`src/rtl/axil_test_regs.sv`:
```
// axil_test_regs: AXI4-Lite slave test device.
// Provides ID/VERSION constants, two byte-writable scratch registers, a
// 64-bit free-running cycle counter read through a LO/HI shadow pair, and
// counters of completed write and read transactions. Firmware can use it
// to prove that a bus path works from end to end.
module axil_test_regs #(
    parameter int          ADDR_WIDTH = 32,
    parameter logic [31:0] ID_VALUE   = 32'h4E54_5030,
    parameter logic [31:0] VERSION    = 32'h0001_0000
) (
    input  logic                  clk_i,
    input  logic                  rst_i,
    input  logic [ADDR_WIDTH-1:0] s_axi_awaddr,
    input  logic [2:0]            s_axi_awprot,
    input  logic                  s_axi_awvalid,
    output logic                  s_axi_awready,
    input  logic [31:0]           s_axi_wdata,
    input  logic [3:0]            s_axi_wstrb,
    input  logic                  s_axi_wvalid,
    output logic                  s_axi_wready,
    output logic [1:0]            s_axi_bresp,
    output logic                  s_axi_bvalid,
    input  logic                  s_axi_bready,
    input  logic [ADDR_WIDTH-1:0] s_axi_araddr,
    input  logic [2:0]            s_axi_arprot,
    input  logic                  s_axi_arvalid,
    output logic                  s_axi_arready,
    output logic [31:0]           s_axi_rdata,
    output logic [1:0]            s_axi_rresp,
    output logic                  s_axi_rvalid,
    input  logic                  s_axi_rready
);

    localparam logic [1:0] RESP_OKAY   = 2'b00;
    localparam logic [1:0] RESP_SLVERR = 2'b10;
    localparam logic [1:0] RESP_DECERR = 2'b11;

    // Word index = address bits [5:2]
    localparam logic [3:0] IDX_ID      = 4'h0;
    localparam logic [3:0] IDX_VERSION = 4'h1;
    localparam logic [3:0] IDX_SCR0    = 4'h2;
    localparam logic [3:0] IDX_SCR1    = 4'h3;
    localparam logic [3:0] IDX_CYC_LO  = 4'h4;
    localparam logic [3:0] IDX_CYC_HI  = 4'h5;
    localparam logic [3:0] IDX_WR_CNT  = 4'h6;
    localparam logic [3:0] IDX_RD_CNT  = 4'h7;
    localparam logic [3:0] IDX_CTRL    = 4'h8;

    // Write response for a given word index: RW regs accept, RO regs refuse,
    // everything above CTRL is not decoded.
    function automatic logic [1:0] wr_resp_of(input logic [3:0] idx);
        logic [1:0] resp;
        case (idx)
            IDX_SCR0, IDX_SCR1, IDX_CTRL:            resp = RESP_OKAY;
            IDX_ID, IDX_VERSION, IDX_CYC_LO,
            IDX_CYC_HI, IDX_WR_CNT, IDX_RD_CNT:      resp = RESP_SLVERR;
            default:                                 resp = RESP_DECERR;
        endcase
        return resp;
    endfunction

    logic        r_ready_en;
    logic        r_aw_held;
    logic [3:0]  r_aw_idx;
    logic        r_w_held;
    logic [31:0] r_wdata;
    logic [3:0]  r_wstrb;
    logic        r_bvalid;
    logic [1:0]  r_bresp;
    logic        r_rvalid;
    logic [31:0] r_rdata;
    logic [1:0]  r_rresp;
    logic        r_cnt_en;
    logic        r_clr_pend;
    logic [63:0] r_cyc;
    logic [31:0] r_hi_shadow;
    logic [31:0] r_wr_cnt;
    logic [31:0] r_rd_cnt;

    logic        w_aw_hs;
    logic        w_w_hs;
    logic        w_b_hs;
    logic        w_ar_hs;
    logic        w_r_hs;
    logic        w_do_wr;
    logic        w_wr_ok;
    logic [3:0]  w_wr_idx;
    logic [31:0] w_wr_data;
    logic [3:0]  w_wr_strb;
    logic [1:0]  w_wr_resp;
    logic [3:0]  w_rd_idx;
    logic [31:0] w_rd_data;
    logic [1:0]  w_rd_resp;
    logic [31:0] w_scratch0;
    logic [31:0] w_scratch1;
    logic        w_unused;

    // Protection bits and undecoded address bits carry no meaning here.
    assign w_unused = ^{s_axi_awprot, s_axi_arprot, s_axi_awaddr, s_axi_araddr};

    // Readies stay low until the first edge after reset has been released.
    assign s_axi_awready = r_ready_en & ~r_aw_held & ~r_bvalid;
    assign s_axi_wready  = r_ready_en & ~r_w_held & ~r_bvalid;
    assign s_axi_arready = r_ready_en & ~r_rvalid;
    assign s_axi_bvalid  = r_bvalid;
    assign s_axi_bresp   = r_bresp;
    assign s_axi_rvalid  = r_rvalid;
    assign s_axi_rdata   = r_rdata;
    assign s_axi_rresp   = r_rresp;

    assign w_aw_hs = s_axi_awvalid & s_axi_awready;
    assign w_w_hs  = s_axi_wvalid & s_axi_wready;
    assign w_b_hs  = r_bvalid & s_axi_bready;
    assign w_ar_hs = s_axi_arvalid & s_axi_arready;
    assign w_r_hs  = r_rvalid & s_axi_rready;

    // A write fires as soon as address and data are both available, whether
    // taken from the holding registers or from this cycle's handshake.
    assign w_wr_idx  = r_aw_held ? r_aw_idx : s_axi_awaddr[5:2];
    assign w_wr_data = r_w_held ? r_wdata : s_axi_wdata;
    assign w_wr_strb = r_w_held ? r_wstrb : s_axi_wstrb;
    assign w_do_wr   = (r_aw_held | w_aw_hs) & (r_w_held | w_w_hs);
    assign w_wr_resp = wr_resp_of(w_wr_idx);
    assign w_wr_ok   = w_do_wr & (w_wr_resp == RESP_OKAY);
    assign w_rd_idx  = s_axi_araddr[5:2];

    // Ready enable: first edge out of reset opens the channels.
    always_ff @(posedge clk_i or posedge rst_i) begin
        if (rst_i) r_ready_en <= 1'b0;
        else       r_ready_en <= 1'b1;
    end

    // AW/W holding registers; each channel is captured independently.
    always_ff @(posedge clk_i or posedge rst_i) begin
        if (rst_i) begin
            r_aw_held <= 1'b0;
            r_aw_idx  <= '0;
            r_w_held  <= 1'b0;
            r_wdata   <= '0;
            r_wstrb   <= '0;
        end else begin
            if (w_aw_hs) r_aw_idx <= s_axi_awaddr[5:2];
            if (w_w_hs) begin
                r_wdata <= s_axi_wdata;
                r_wstrb <= s_axi_wstrb;
            end
            if (w_do_wr) begin
                r_aw_held <= 1'b0;
                r_w_held  <= 1'b0;
            end else begin
                if (w_aw_hs) r_aw_held <= 1'b1;
                if (w_w_hs)  r_w_held  <= 1'b1;
            end
        end
    end

    // Write response: raised when the write fires, held until accepted.
    always_ff @(posedge clk_i or posedge rst_i) begin
        if (rst_i) begin
            r_bvalid <= 1'b0;
            r_bresp  <= RESP_OKAY;
        end else if (w_do_wr) begin
            r_bvalid <= 1'b1;
            r_bresp  <= w_wr_resp;
        end else if (w_b_hs) begin
            r_bvalid <= 1'b0;
        end
    end

    // Scratch registers, one byte lane per strobe bit.
    for (genvar gi = 0; gi < 4; gi++) begin : g_scratch_lane
        logic [7:0] r_lane0;
        logic [7:0] r_lane1;

        // Byte-lane update of both scratch words.
        always_ff @(posedge clk_i or posedge rst_i) begin
            if (rst_i) begin
                r_lane0 <= '0;
                r_lane1 <= '0;
            end else if (w_wr_ok && w_wr_strb[gi]) begin
                if (w_wr_idx == IDX_SCR0) r_lane0 <= w_wr_data[gi*8 +: 8];
                if (w_wr_idx == IDX_SCR1) r_lane1 <= w_wr_data[gi*8 +: 8];
            end
        end

        assign w_scratch0[gi*8 +: 8] = r_lane0;
        assign w_scratch1[gi*8 +: 8] = r_lane1;
    end

    // CTRL: cnt_en is a plain bit; clr becomes a one-cycle pulse that acts
    // on the edge after the write.
    always_ff @(posedge clk_i or posedge rst_i) begin
        if (rst_i) begin
            r_cnt_en   <= 1'b1;
            r_clr_pend <= 1'b0;
        end else begin
            r_clr_pend <= 1'b0;
            if (w_wr_ok && (w_wr_idx == IDX_CTRL) && w_wr_strb[0]) begin
                r_cnt_en   <= w_wr_data[0];
                r_clr_pend <= w_wr_data[1];
            end
        end
    end

    // Cycle counter, HI shadow and transaction counters; clear has priority.
    always_ff @(posedge clk_i or posedge rst_i) begin
        if (rst_i) begin
            r_cyc       <= '0;
            r_hi_shadow <= '0;
            r_wr_cnt    <= '0;
            r_rd_cnt    <= '0;
        end else if (r_clr_pend) begin
            r_cyc       <= '0;
            r_hi_shadow <= '0;
            r_wr_cnt    <= '0;
            r_rd_cnt    <= '0;
        end else begin
            if (r_cnt_en) r_cyc <= r_cyc + 64'd1;
            if (w_ar_hs && (w_rd_idx == IDX_CYC_LO)) r_hi_shadow <= r_cyc[63:32];
            if (w_b_hs) r_wr_cnt <= r_wr_cnt + 32'd1;
            if (w_r_hs) r_rd_cnt <= r_rd_cnt + 32'd1;
        end
    end

    // Read data mux over the current register values (pre-edge values).
    always_comb begin
        w_rd_data = 32'hDEAD_BEEF;
        w_rd_resp = RESP_DECERR;
        if (w_rd_idx <= IDX_CTRL) w_rd_resp = RESP_OKAY;
        case (w_rd_idx)
            IDX_ID:      w_rd_data = ID_VALUE;
            IDX_VERSION: w_rd_data = VERSION;
            IDX_SCR0:    w_rd_data = w_scratch0;
            IDX_SCR1:    w_rd_data = w_scratch1;
            IDX_CYC_LO:  w_rd_data = r_cyc[31:0];
            IDX_CYC_HI:  w_rd_data = r_hi_shadow;
            IDX_WR_CNT:  w_rd_data = r_wr_cnt;
            IDX_RD_CNT:  w_rd_data = r_rd_cnt;
            IDX_CTRL:    w_rd_data = {31'd0, r_cnt_en};
            default:     w_rd_data = 32'hDEAD_BEEF;
        endcase
    end

    // Read channel: register data on AR handshake, hold until accepted.
    always_ff @(posedge clk_i or posedge rst_i) begin
        if (rst_i) begin
            r_rvalid <= 1'b0;
            r_rdata  <= '0;
            r_rresp  <= RESP_OKAY;
        end else if (w_ar_hs) begin
            r_rvalid <= 1'b1;
            r_rdata  <= w_rd_data;
            r_rresp  <= w_rd_resp;
        end else if (w_r_hs) begin
            r_rvalid <= 1'b0;
        end
    end

endmodule
```
`config.mk`:
```
export PLATFORM = sky130hd
export DESIGN_NAME = axil_test_regs
export DESIGN_NICKNAME = d
export VERILOG_FILES = /design/src/rtl/axil_test_regs.sv
export SDC_FILE = /design/constraint.sdc
export NUM_CORES = 1
export LEC_CHECK = 0
export BUFFER_PORTS_ARGS = -buffer_cell sky130_fd_sc_hd__buf_4
export CORE_MARGIN = 5
export CORE_UTILIZATION = 25
export DETAILED_ROUTE_END_ITERATION = 6
export GPL_TIMING_DRIVEN = 1
export PLACE_DENSITY_LB_ADDON = 0.15
export RECOVER_POWER = 50
export SLEW_MARGIN = 20
export SYNTH_ARGS = -nofsm -noshare
export SYNTH_HDL_FRONTEND = slang
export SYNTH_SLANG_ARGS = --single-unit
```
`constraint.sdc`:
```
create_clock -name clk_i -period 8.42 [get_ports clk_i]
set_input_delay 0.421 -clock clk_i [delete_from_list [all_inputs] [get_ports clk_i]]
set_output_delay 0.421 -clock clk_i [all_outputs]
set_load 0.05 [all_outputs]
```
==> impl_metrics.env, run 1 <==
export IMPL_hold_viol=0
export IMPL_slew_violations=205
export IMPL_antenna_found_initial=0
export IMPL_irDropWorstVdd_uv=164
export IMPL_via_per_inst=4.99
export IMPL_period_needed_ps=3960
export IMPL_clk_path_buf_depth=3
export IMPL_placed_area_sq_mm=0.0161
export IMPL_num_nets_final=1508
export IMPL_clk_pin_slew_ps=60
export IMPL_cts_tree="built"
export IMPL_start_util_pct=25.2
export IMPL_required_ps=8890
export IMPL_area_growth_pct=18.6
export IMPL_firstDrtPassIters=5
export IMPL_drt_iter0_markers=735
export IMPL_rr_startpoint="r_ready_en$_DFF_PP0_"
export IMPL_fp_dieW_um=251
export IMPL_root_buffer="clkbuf_16"
export IMPL_final_cell_count_no_fill=2182
export IMPL_dp_cells=2118
export IMPL_worstMarginPinSlew_ps=3720
export IMPL_num_io_pins=154
export IMPL_fmax_mhz=252
export IMPL_diodes=0
export IMPL_yosysMostFrequentCell="dfrtp_1"
export IMPL_htreeDepth=2
export IMPL_fillers=5965
export IMPL_synth_area_per_cell_sq_um=11.0
export IMPL_grt_start_max_net_pins=73
export IMPL_drive_above_1_share_pct=21.2
export IMPL_synth_seq_cells=306
export IMPL_grt_pass1_wl_um=71500
export IMPL_crit_start="r_ready_en$_DFF_PP0_"
export IMPL_relSlewSlack_pct=-148
export IMPL_vias=10900
export IMPL_min_delay_path_class="in -> reg"
export IMPL_wire_per_inst_um=21.6
export IMPL_num_rows=88
export IMPL_drv_cap=4
export IMPL_cp_slowest_stage_delay_ps=2070
export IMPL_crit_chain="nor2b_1 -> and2_2 -> clkbuf_1 -> nand2_1 -> nor2_2 -> buf_4 -> a22o_1"
export IMPL_fin_hold_ws_ps=91.6
export IMPL_reg2reg_depth=7
export IMPL_drc=0
export IMPL_leakage_nw=7.32
export IMPL_seq_area_frac_synth_pct=52.9
export IMPL_final_setup_tns_ps=0
export IMPL_r2r_end="r_hi_shadow[24]$_DFFE_PP0P_"
export IMPL_outcome="complete, but fails checks"
export IMPL_critPathKind="reg -> reg"
export IMPL_grt_ovfl_total=0
export IMPL_synth_nets=1431
export IMPL_arrival_ps=4430
export IMPL_synthTopCellsByCount="dfrtp_1, nor2_1, mux2_2, clkbuf_1, xor2_1"
export IMPL_fin_area_sq_mm=0.0172
export IMPL_period_share_pct=47.1
export IMPL_die_area_sq_mm=0.0629
export IMPL_start_kind="register"
export IMPL_synth_top_cell_area_share_pct=52.7
export IMPL_yosysTopAreaCell="dfrtp_1"
export IMPL_setup_viol=0
export IMPL_synth_cell_type_count=57
export IMPL_post_dp_hpwl_um=32700
export IMPL_hold_start="s_axi_rready"
export IMPL_routabilityCongestion=0.820
export IMPL_cp_slowest_cell="clkbuf_1"
export IMPL_synthCells=1315
export IMPL_routed_wirelength_um=47100
export IMPL_cts_hold_buf=0
export IMPL_yosys_warnings=0
export IMPL_post_cts_repair_setup_buffers=0
export IMPL_portBuffers=91
export IMPL_synth_area_sq_mm=0.0145
export IMPL_worstHoldPathCells=2
export IMPL_rsz0062_at_grt="false"
export IMPL_grt_pass1_vias=11000
export IMPL_cp_end_kind="register"
export IMPL_die_h_um=251
export IMPL_clock_latency_ps=540
export IMPL_power_density_mw_per_mm2=258
export IMPL_violations="max-capacitance violations, max-slew violations"
export IMPL_clock_sinks=306
export IMPL_post_cts_resized=0
export IMPL_synth_area_leaders="dfrtp_1, mux2_2, nor2_1"
export IMPL_cts_buffers=37
export IMPL_drt_antenna_violating_nets=0
export IMPL_hold_path_end="s_axi_rvalid$_DFFE_PP0P_"
export IMPL_grt_usage_pct=14.6
export IMPL_ys_flop_type="dfrtp_1"
export IMPL_synth_edf_count=0
export IMPL_core_sq_mm=0.0576
export IMPL_fin_worst_skew_ps=13.3
export IMPL_r2r_setup_slack_ps=4460
export IMPL_async_flop_share_pct=100
export IMPL_power_mw=4.43
export IMPL_cp_max_fo=58
## worst max path at each step
stage               cells past startpoint                                  endpoint  slack (ps)
floorplan                               1  g_scratch_lane[0].r_lane0[0]$_DFFE_PP0P_        3930
global placement                        5                     r_cyc[63]$_DFFE_PP0P_        5500
detailed placement                      5                     r_cyc[61]$_DFFE_PP0P_        5480
CTS                                     5                     r_cyc[59]$_DFFE_PP0P_        5470
global route                            4                     r_cyc[24]$_DFFE_PP0P_        3670
finish                                  7               r_hi_shadow[24]$_DFFE_PP0P_        4460
## cell usage in the layout (no fill, tap or decap), drive strengths merged, types with 15 or more instances in the layout
master and count:
xnor2 33, and3 20, nor2 163, nand2 53
dfrtp 305, a22oi 23, a21oi 28, buf 70
xor2 64, inv 18, mux2 140, or4 15
a31oi 29, a22o 54, nor4 19, a221oi 43
nand4 46, nand3 49, o21ai 25, clkbuf 94
## metal layers
layer | track usage (%) | vias to the layer above | wire [um]
li1 | - | 4999 | -
met1 | 19.5 | 5591 | 21000
met2 | 24.4 | 236 | 22700
met3 | 2.91 | 54 | 2200
met4 | 4.07 | 0 | 1170
met5 | 0 | - | 0
## power breakdown
part	total (mW)	leakage (nW)	switching, mW	internal (mW)
Clock	1.67	0.622	0.643	1.03
Sequential	1.91	4.04	0.194	1.71
Combinational	0.858	2.66	0.509	0.349
Total	4.43	7.32	1.35	3.09
## critical path: cells and delay by family (launching register included)
family | cells | cell delay, ps
buf+inv | 2 | 2440
flops | 1 | 440
simple gates | 4 | 750
compound gates | 1 | 190
## flip-flops by register name, summed over array words and instances (netlist names), 2 cells and up
name and count:
s_axi_bresp 2, g_scratch_lane.r_lane0 32, r_aw_idx 4, s_axi_rdata 32, r_wstrb 4, r_rd_cnt 32
r_hi_shadow 32, r_wr_cnt 32, r_cyc 64, g_scratch_lane.r_lane1 32, r_wdata 32
## logic make-up (layout without fill, tap and decap cells)
group	count (synthesis)	after routing	synth area share, %
AO/OA/AOI/OAI	224	224	11.4
XOR/XNOR	97	97	5.86
adder cells (fa/ha/maj)	3	3	0.259
buffers and inverters	93	195	2.52
flip-flops	306	306	52.9
multiplexers	146	146	11.3
other	1	1	0.0259
AND/OR/NAND/NOR	445	445	15.8
## area by class of cell
| type | count | area (sq um) | share of cell area (%) |
|---|---|---|---|
| clock buffer | 51 | 1090 | 6.35 |
| clock inverter | 13 | 174 | 1.01 |
| inverter | 18 | 68.8 | 0.401 |
| multi-input combinational | 916 | 6540 | 38.0 |
| sequential | 306 | 7660 | 44.6 |
| tap | 765 | 957 | 5.57 |
| timing repair buffer | 113 | 694 | 4.04 |
## per-stage QoR
stage | util, % | setup WS (ps)
floorplan | - | 3930
global placement | 27.9 | 5500
detailed placement | 27.9 | 5480
CTS | 30.1 | 5470
global route | 29.8 | 3670
finish | 29.8 | 4460
No activity file was read; power rests on OpenSTA's default activity.
==> run 2, diff against run 1 <==
Clock period 8.42 ns to 3.82 ns, I/O delays scaled along.
==> impl_metrics.env, run 2 (synthesis gave the netlist of run 1 again) <==
export IMPL_arrival_ps=3450
export IMPL_fmax_mhz=335
export IMPL_irDropWorstVdd_uv=298
export IMPL_post_cts_repair_setup_buffers=0
export IMPL_htreeDepth=2
export IMPL_power_density_mw_per_mm2=565
export IMPL_period_share_pct=78.2
export IMPL_area_growth_pct=23.2
export IMPL_drt_antenna_violating_nets=0
export IMPL_fin_worst_skew_ps=10.4
export IMPL_crit_start="r_cnt_en$_DFFE_PP1P_"
export IMPL_via_per_inst=4.92
export IMPL_wire_per_inst_um=21.2
export IMPL_placed_area_sq_mm=0.0162
export IMPL_grt_pass1_wl_um=72600
export IMPL_num_rows=88
export IMPL_routed_wirelength_um=47300
export IMPL_clk_pin_slew_ps=60
export IMPL_cp_end_kind="register"
export IMPL_antenna_found_initial=0
export IMPL_worstHoldPathCells=3
export IMPL_vias=11000
export IMPL_core_sq_mm=0.0576
export IMPL_start_kind="register"
export IMPL_multi_input_area_sq_mm=0.00653
export IMPL_required_ps=4280
export IMPL_portBuffers=91
export IMPL_final_cell_count_no_fill=2238
export IMPL_outcome="complete, but fails checks"
export IMPL_hold_path_end="r_wdata[0]$_DFFE_PP0P_"
export IMPL_drive_above_1_share_pct=21.4
export IMPL_post_dp_hpwl_um=33300
export IMPL_most_common_layout_cells="dfrtp_1, nor2_1, mux2_2, buf_4, xor2_1"
export IMPL_slew_violations=31
export IMPL_fp_dieW_um=251
export IMPL_grt_start_max_net_pins=80
export IMPL_routabilityCongestion=0.816
export IMPL_drv_cap=1
export IMPL_diodes=0
export IMPL_rsz0062_at_grt="false"
export IMPL_grt_pass1_vias=11400
export IMPL_regMostFlops="r_cyc"
export IMPL_fin_hold_ws_ps=58.3
export IMPL_worstMarginPinSlew_ps=1850
export IMPL_firstDrtPassIters=7
export IMPL_power_mw=10.1
export IMPL_reg2reg_depth=6
export IMPL_start_util_pct=25.2
export IMPL_cp_top_family="simple AND/OR/NAND/NOR gates"
export IMPL_fillers=5959
export IMPL_critPathKind="reg -> reg"
export IMPL_grt_usage_pct=14.8
export IMPL_cp_max_fo=13
export IMPL_setup_viol=0
export IMPL_cts_buffers=38
export IMPL_num_io_pins=154
export IMPL_die_h_um=251
export IMPL_root_buffer="clkbuf_16"
export IMPL_grt_ovfl_total=0
export IMPL_fin_area_sq_mm=0.0178
export IMPL_clock_latency_ps=540
export IMPL_path_buf_inv=1
export IMPL_r2r_end="r_cyc[56]$_DFFE_PP0P_"
export IMPL_cp_slowest_cell="dfstp_1"
export IMPL_cp_slowest_stage_delay_ps=730
export IMPL_seqCellArea_sq_mm=0.00766
export IMPL_min_delay_path_class="in -> reg"
export IMPL_cts_tree="built"
export IMPL_period_needed_ps=2990
export IMPL_leakage_nw=7.62
export IMPL_drc=0
export IMPL_layout_commonest_cell="dfrtp_1"
export IMPL_rr_startpoint="r_cnt_en$_DFFE_PP1P_"
export IMPL_clock_sinks=306
export IMPL_violations="max-capacitance violations, max-slew violations"
export IMPL_crit_chain="nand3_1 -> nor4_2 -> buf_4 -> nand4_1 -> or4_1 -> a21oi_1"
export IMPL_drt_iter0_markers=749
export IMPL_relSlewSlack_pct=-24.2
export IMPL_hold_viol=0
export IMPL_dp_cells=2126
export IMPL_num_nets_final=1560
export IMPL_die_area_sq_mm=0.0629
export IMPL_clk_path_buf_depth=3
export IMPL_hold_start="s_axi_wvalid"
export IMPL_r2r_setup_slack_ps=830
export IMPL_largest_register_ffs=64
run 2: cell type report:
class	instances	area share (%)
flip-flops and latches	306	42.9
multi-input cells	916	36.6
repair buffers	164	7.02
clock buffers	56	6.57
well taps	765	5.36
clock inverters	13	1.10
inverters	18	0.386
run 2: how the worst max path moves through the flow:
stage,to,slack (ps),depth (start not counted)
after global routing,r_cyc[60]$_DFFE_PP0P_,660,6
after detailed placement,r_cyc[61]$_DFFE_PP0P_,960,5
after floorplan,g_scratch_lane[0].r_lane0[0]$_DFFE_PP0P_,-440,1
after CTS,r_cyc[56]$_DFFE_PP0P_,920,7
final,r_cyc[56]$_DFFE_PP0P_,830,6
after global placement,r_cyc[56]$_DFFE_PP0P_,950,7
run 2: per-layer routing:
layer | vias up | GRT usage [%] | share of wire (%)
met1 | 5587 | 19.9 | 44
met4 | 0 | 3.66 | 2.2
met5 | - | 0 | 0
li1 | 5110 | - | -
met3 | 58 | 2.72 | 4.7
met2 | 251 | 25.0 | 49
run 2: repair_timing:
| action | in CTS | in global routing |
|---|---|---|
| hold buffers | 43 | 0 |
| endpoints found under the hold margin | 71 | 0 |
| resized for setup | 0 | 0 |
run 2: power breakdown:
part           leakage, nW  total [mW]  internal, mW  switching, mW
registers             4.04        4.23          3.77          0.456
logic                 2.91        1.92         0.812           1.11
clock network        0.675        3.93          2.46           1.46
total                 7.62        10.1          7.05           3.03
run 2: worst register-to-register path, stage by stage (launching register included):
cell and delay (ps):
dfstp_1 730, nand3_1 260, nor4_2 310, buf_4 290, nand4_1 490, or4_1 670, a21oi_1 160
run 2: metrics by stage:
step / utilization, % / setup slack, ps / TNS [ps]
floorplan: - / -441 / -134550
global placement: 28.1 / 951 / 0
detailed placement: 28.1 / 964 / 0
CTS: 31.2 / 922 / 0
global route: 31.0 / 658 / 0
finish: 31.0 / 832 / 0
